File: src/rtl/history_sched.sv
// history_sched: one shared bit-history evaluator time-multiplexed over N_CH serial requesters.
// Round-robin grant, per-channel context writeback, registered match flags tagged with channel.
module history_ctx (
    input  logic       clk,
    input  logic       reset,
    input  logic       clr,
    input  logic       we,
    input  logic [2:0] nxt,
    output logic [2:0] state
);
    // 3'd0 is the NONE (no history) encoding
    always_ff @(posedge clk or negedge reset) begin
        if (!reset)   state <= 3'd0;
        else if (clr) state <= 3'd0;
        else if (we)  state <= nxt;
    end
endmodule

module history_sched #(
    parameter  int N_CH = 4,
    localparam int CW   = $clog2(N_CH)
) (
    input  logic            clk,
    input  logic            reset,
    input  logic [N_CH-1:0] req_valid,
    input  logic [N_CH-1:0] req_bit,
    output logic [N_CH-1:0] req_ready,
    input  logic [N_CH-1:0] ch_clr,
    output logic            out_valid,
    input  logic            out_ready,
    output logic [CW-1:0]   out_ch,
    output logic            out_x,
    output logic            out_y
);
    typedef enum logic [2:0] {NONE = 3'd0, Z1, ZN, O1, ON} hist_t;

    logic [N_CH-1:0][2:0] ctx;
    logic [N_CH-1:0]      elig, grant;
    logic [CW-1:0]        last_grant, gidx;
    logic                 stall, accept, found, b, fx, fy;
    hist_t                cur, nxt;

    assign stall = out_valid & ~out_ready;
    assign elig  = req_valid & ~ch_clr;

    // Search starts one past the last grant and wraps; reset gates grants off.
    always_comb begin
        grant = '0;
        gidx  = '0;
        found = 1'b0;
        for (int k = 1; k <= N_CH; k++) begin
            if (!found && elig[(int'(last_grant) + k) % N_CH]) begin
                found = 1'b1;
                gidx  = CW'((int'(last_grant) + k) % N_CH);
            end
        end
        if (found && !stall && reset) grant[gidx] = 1'b1;
    end

    assign req_ready = grant;
    assign accept    = |grant;

    assign b   = req_bit[gidx];
    assign cur = hist_t'(ctx[gidx]);

    always_comb begin
        nxt = b ? O1 : Z1;
        fx  = 1'b0;
        fy  = 1'b0;
        case (cur)
            Z1: if (!b) begin nxt = ZN; fx = 1'b1; end
            ZN: if (!b) begin nxt = ZN; fx = 1'b1; fy = 1'b1; end
            O1: if (b)  begin nxt = ON; fx = 1'b1; end
            ON: if (b)  begin nxt = ON; fx = 1'b1; fy = 1'b1; end
            default: ;
        endcase
    end

    for (genvar i = 0; i < N_CH; i++) begin : g_ctx
        history_ctx u_ctx (
            .clk   (clk),
            .reset (reset),
            .clr   (ch_clr[i]),
            .we    (grant[i]),
            .nxt   (nxt),
            .state (ctx[i])
        );
    end

    always_ff @(posedge clk or negedge reset) begin
        if (!reset) begin
            last_grant <= CW'(N_CH - 1);
            out_valid  <= 1'b0;
            out_ch     <= '0;
            out_x      <= 1'b0;
            out_y      <= 1'b0;
        end else if (accept) begin
            last_grant <= gidx;
            out_valid  <= 1'b1;
            out_ch     <= gidx;
            out_x      <= fx;
            out_y      <= fy;
        end else if (out_ready) begin
            out_valid  <= 1'b0;
        end
    end
endmodule
File: config.mk
export PLATFORM = sky130hd
export DESIGN_NAME = history_sched
export DESIGN_NICKNAME = d
export VERILOG_FILES = /design/src/rtl/history_sched.sv
export SDC_FILE = /design/constraint.sdc
export NUM_CORES = 1
export LEC_CHECK = 0
export ABC_AREA = 1
export CAP_MARGIN = 20
export CORE_ASPECT_RATIO = 0.8
export CORE_MARGIN = 2
export CORE_UTILIZATION = 48
export DETAILED_ROUTE_END_ITERATION = 8
export PLACE_DENSITY = 0.76
export SYNTH_ARGS = -nofsm -noshare
export SYNTH_HDL_FRONTEND = slang
export SYNTH_SLANG_ARGS = --single-unit
File: constraint.sdc
create_clock -name clk -period 2.2 [get_ports clk]
set_input_delay 0.44 -clock clk [delete_from_list [all_inputs] [get_ports clk]]
set_output_delay 0.44 -clock clk [all_outputs]
set_load 0.05 [all_outputs]
==> metrics, run 1 <==
vias per cell 5.30; Num CTS Buffers 3; status finished, violations left; first-pass GRT wire length roughly 7600 um; overall routed net length 4660 um; worst hold stages 2; critical-path cell list clkdlybuf4s50_1, inv_1, nand3_2, nand2_2, buf_4, nand2_1, a31oi_1, nand2_2, buf_4, a21oi_4, nor2_4, buf_12; area leader, netlist dfrtp_1; Worst slew margin between 60 and 70%; GP Congestion slightly below 0.9; compound-gate portion of the synthesized area 7.44%; worst r2r dst g_ctx[3].u_ctx.state[1]; kind of critical path primary input to output pin; share of the synthesized area in the top cell type 28.7%; clk_lat worst skew about 0.26 ns; Final Util 80.8%; Peak Freq between 0.3 and 0.4 GHz; Ports 24; Antenna Nets Post-Route 0; final hold vios 0; Initial Util between 50% and 60%; Clock Pin Slew Worst Setup and Hold Paths around 0.080 ns; post-synthesis sequential area ratio 32.3%; Congestion Overflow GR 0; Syn Nets 230; # setup viols final 18; leading cell types in the layout, fill and taps excluded nand2_1, buf_4, nand3_1; Final period util 124%; Worst R2R Path Depth 17; CTS Hold Bufs 0; DRT Pass-1 Iters 4; XOR/XNOR Fraction of Synth Area 0%; DRT iter0 DRCs 146; H-Tree Depth 1; die width ~66 um; Worst Path Required 1.76 ns; RSZ-0062 raised after global routing true; multiplexer area fraction after synthesis 0%; Clock Skews between 0.003 and 0.004 ns; worst hold slack roughly 0.49 ns; HP Class flop to flop; Post-DP HPWL 3050 um; clock sinks 19; max_cap viols 0; Core Footprint between 0.002 and 0.003 sq mm; growth of design area from synthesis to finish 55.6%; failing checks negative setup slack; Seq cells post-synth 19; Crit Path Max Fanout 3; Synth Area in Simple Gates 49.6%; hold_sp g_ctx[0].u_ctx.state[1]; slowest stage cell, crit path clkdlybuf4s50_1; most common cell after layout, fill and taps aside nand2_1; Post-Syn Area between 0.001 and 0.0015 sq mm; Worst Path Buf+Inv 5; final period demand of the worst path ~2.7 ns; hold path endpoint g_ctx[0].u_ctx.state[1]; via count approximately 1.7k; WL per Instance between 10 and 15 um; CTS max path bufs 2; antenna violations before repair 0; endpoint class of the critical path output pin; share of cells above drive strength 1 between 40% and 50%; arrival time worst endpoint ~2.3 ns; row count 17; DRC 0; Yosys warnings 0; fin. max-slew vios 0; CP max stage delay 0.42 ns; Buffers on Ports 23; number of global-route vias before repair ~1.6k; Mapped Cells 215; fill cell count between 150 and 200; clock root buffer master clkbuf_8; pin count of the biggest net entering global routing 20; worst reg2reg startpoint last_grant[0]; Unique masters post-synth 24; Overall Global Routing Usage between 20% and 30%; fin worst setup slack -0.521 ns; Adder-Cell Fraction of Synth Area 0%; cell family with most CP delay buffers and inverters; # diodes 0; r2r setup slk -0.50 ns; CTS tree built; Final Net Count 297; combinational family with the most area after synthesis simple AND/OR/NAND/NOR gates; actual slew at the worst max-slew pin 0.496 ns; die area between 0.003 and 0.004 sq mm; Startpoint Class primary input; setup TNS -8.35 ns; Avg Cell Area, Syn approximately 7 sq um; height of the die ~54 um; largest cells by area after synthesis dfrtp_1, nand2_1, nand3_1
## cell families (layout without fill, tap and decap cells)
kind of cell,Yosys count,after routing
flops,19,19
compound gates,12,12
buf+inv,35,101
simple gates,149,149
## state kept, by name, indices dropped and copies added (netlist names)
register,cells
out_x,1
out_y,1
out_ch,2
last_grant,2
g_ctx.u_ctx.state,12
out_valid,1
## area by class of cell
class	count	area (sq um)	area share, %
Sequential cell	19	478	20.7
Tap cell	38	47.5	2.06
Timing Repair Buffer	67	614	26.7
Inverter	30	115	5.00
Clock buffer	3	41.3	1.79
Clock inverter	1	7.51	0.326
Multi-Input combinational cell	161	1000	43.4
## layer usage
layer  global-route usage, %  vias to the layer above  part of all wire, %
li1                        -                      814                    -
met1                    42.1                      780                   44
met2                    45.0                       91                   45
met3                    6.49                        6                   11
met4                    4.08                        0                 0.47
met5                       0                        -                    0
## worst max path at each step
stage	cells past startpoint	to	slack [ns]	from
finish	12	req_ready[3]	-0.52	ch_clr[0]
global route	11	req_ready[2]	-0.62	last_grant[0]
floorplan	12	req_ready[0]	-0.14	last_grant[0]
CTS	10	req_ready[1]	-0.44	last_grant[0]
global placement	14	g_ctx[1].u_ctx.state[0]	-0.59	ch_clr[1]
detailed placement	14	g_ctx[1].u_ctx.state[0]	-0.61	ch_clr[2]
## tightest hold or removal path, stage by stage (launching register included)
cell	delay [ns]
dfrtp_1	0.34
nand2_1	0.06
nand2_1	0.06
## metrics by stage
stage / cell area (sq um) / std cells / setup slack, ns
after floorplan: 1540 / 215 / -0.139
after global placement: 2040 / 302 / -0.589
after detailed placement: 2040 / 302 / -0.613
after CTS: 2300 / 319 / -0.440
after global routing: 2300 / 319 / -0.624
final: 2300 / 319 / -0.521
## cells in the mapped netlist
cell,instances
a21oi_1,1
a21oi_4,1
a31oi_1,1
dfstp_2,2
nand4_1,1
nand3_1,36
o21ai_2,5
inv_2,4
nand3_2,6
o211ai_2,1
nor2_4,1
o21ai_0,2
buf_4,4
nor2_1,9
dfrtp_1,17
nand4_2,1
inv_1,26
nand2_1,73
nor2_2,2
nand3b_1,3
o21ai_4,1
nand2_2,14
buf_8,1
nand2_4,3
## timing repair
item	in CTS	in global routing
resized for setup	27	2
setup buffers	13	0
endpoints found under the setup margin	18	18
pin swaps	14	3
Power of run 1 is left out: the tool's default activity adds up to more than one toggle a clock period on the data nets, which glitch-free logic cannot reach.
==> run 2, diff against run 1 <==
Settings changed: CORE_UTILIZATION 48 to 53, PLACE_DENSITY 0.76 to 0.79.
Clock period 2.2 ns to 3.1 ns, I/O delays scaled along.
==> metrics, run 2 (synthesis gave the netlist of run 1 again) <==
actual slew at the worst max-slew pin 0.504 ns (+0.00792 ns); clock sinks 19 (unchanged); number of global-route vias before repair 1,338 (-16%); r2r setup slk 0.46 ns (+0.96 ns); die area 0.00323 sq mm (-8.8%); met2 wire length 1750 um (-16%); RSZ-0062 raised after global routing true; Num CTS Buffers 3 (unchanged); via count 1,502 (-11%); hold path endpoint out_ch[1]; DRT iter0 DRCs 92 (-37%); worst r2r dst g_ctx[2].u_ctx.state[0]; endpoint class of the critical path output pin; Worst Path Required 2.48 ns (+0.72 ns); Final period util between 90% and 100%; WL per Instance 13.0 um (-11%); fin. max-slew vios 0 (unchanged); Clock Skews 0.00931 ns (+0.00551 ns); worst hold stages 2 (unchanged); Worst slew margin 66.3% (-0.53 points); Buffers on Ports 23 (unchanged); Worst Path Buf+Inv 4 (-1); max_cap viols 0 (unchanged); Clock Pin Slew Worst Setup and Hold Paths 0.12 ns (+0.04 ns); GP Congestion 0.866 (-1.0%); Overall Global Routing Usage 24.7% (-4.1 points); non-filler cells, final 295 (-7.5%); Ports 24 (unchanged); most common cell after layout, fill and taps aside nand2_1; vias per cell 5.09 (-4.0%); cell family with most CP delay simple AND/OR/NAND/NOR gates; Worst R2R Path Depth 17 (unchanged); overall routed net length 3840 um (-17%); hold_sp out_ch[1]; max reg flops 12 (unchanged); height of the die 51.3 um (-4.5%); DRT Pass-1 Iters 4 (unchanged); clk_lat worst skew 0.31 ns (+0.05 ns); status completed; Initial Util 54.8% (+2.9 points); DRC 0 (unchanged); setup TNS 0 ns (+8.35 ns); Final Net Count 273 (-8.1%); first-pass GRT wire length 6140 um (-20%); clock root buffer master clkbuf_4; Antenna Nets Post-Route 0 (unchanged); Congestion Overflow GR 0 (unchanged); kind of critical path primary input to output pin; met3 wire length 246 um (-51%); Largest regs g_ctx.u_ctx.state x12, last_grant x2, out_ch x2; worst reg2reg startpoint last_grant[0]; M1 WL 1820 um (-12%); Biggest register g_ctx.u_ctx.state; final period demand of the worst path around 3 ns; # setup viols final 0 (-18); Placed Instances 286 (-5.3%); Startpoint Class primary input; Peak Freq around 0.33 GHz; critical-path cell list clkdlybuf4s50_1, inv_1, nand3_2, nand2_2, o21ai_4, nand2_2, nor2_4, nand2_4, nand2_8, nand2_4, nor2_2, buf_6, buf_12; H-Tree Depth 1 (unchanged); share of cells above drive strength 1 32.7% (-7.9 points); Final Util 75.0% (-5.8 points); HP Class flop to flop; Core Footprint 0.00270 sq mm (-5.2%); pin count of the biggest net entering global routing 20 (unchanged); CP max stage delay 0.45 ns (+0.03 ns); Max Used Layer met4; arrival time worst endpoint 2.43 ns (+0.15 ns); antenna violations before repair 0 (unchanged); CTS tree built; final hold vios 0 (unchanged); leading cell types in the layout, fill and taps excluded nand2_1, nand3_1, inv_1; fill cell count 214 (+16%); growth of design area from synthesis to finish 36.9%; Crit Path Max Fanout 5 (+2); # diodes 0 (unchanged); die width 63.1 um (-4.5%); CTS max path bufs 2 (unchanged); slowest stage cell, crit path clkdlybuf4s50_1; Post-DP HPWL 2900 um (-4.7%); row count 17 (unchanged)
## run 2: cell type report
cell class | instances | area [sq um] | area share [%]
Multi-Input combinational cell | 161 | 922 | 45.5
Sequential cell | 19 | 478 | 23.6
Timing Repair Buffer | 43 | 437 | 21.5
Inverter | 30 | 113 | 5.56
Tap cell | 38 | 47.5 | 2.35
Clock buffer | 3 | 22.5 | 1.11
Clock inverter | 1 | 7.51 | 0.370
## run 2: metrics by stage
stage / instance area, sq um / setup slack (ns) / hold WS (ns)
CTS: 1910 / 0.0286 / 0.502
floorplan: 1480 / 0.433 / 0.324
global route: 2030 / -0.0474 / 0.525
detailed placement: 1880 / 0.0324 / 0.471
finish: 2030 / 0.0515 / 0.507
global placement: 1880 / 0.0478 / 0.462
## run 2: worst max path at each step
stage / start / slack (ns) / cells past startpoint / endpoint
6_report: ch_clr[3] / 0.05 / 13 / req_ready[1]
5_1_grt: ch_clr[3] / -0.05 / 13 / req_ready[1]
4_1_cts: ch_clr[1] / 0.03 / 14 / req_ready[3]
3_5_place_dp: ch_clr[1] / 0.03 / 14 / req_ready[3]
3_3_place_gp: ch_clr[3] / 0.05 / 14 / req_ready[1]
2_1_floorplan: ch_clr[3] / 0.43 / 13 / req_ready[1]
## run 2: routing by layer
metal | GRT usage, % | up-vias
li1 | - | 763
met2 | 39.4 | 51
met3 | 5.29 | 4
met4 | 1.85 | 0
met1 | 36.0 | 684
met5 | 0 | -
## run 2: repair_timing
action                                  4_1_cts  5_1_grt
hold buffers                                  0        0
gates resized for setup                       0       21
buffers inserted                              0        5
endpoints found under the setup margin        0        4
## run 2: worst register-to-register path, cell delays in order (launching register included)
cell	delay [ns]
dfstp_2	0.60
inv_2	0.12
nand3_2	0.10
nand2_2	0.09
o21ai_4	0.25
nand2_2	0.12
nor2_4	0.14
nand2_4	0.08
buf_4	0.17
nand3b_1	0.09
nand2_1	0.05
nand2_1	0.06
nand2_1	0.11
nand3_1	0.13
nand3_2	0.18
nand2_2	0.18
nand2_1	0.06
nand2_1	0.06
Power of run 2 is left out for the same reason.
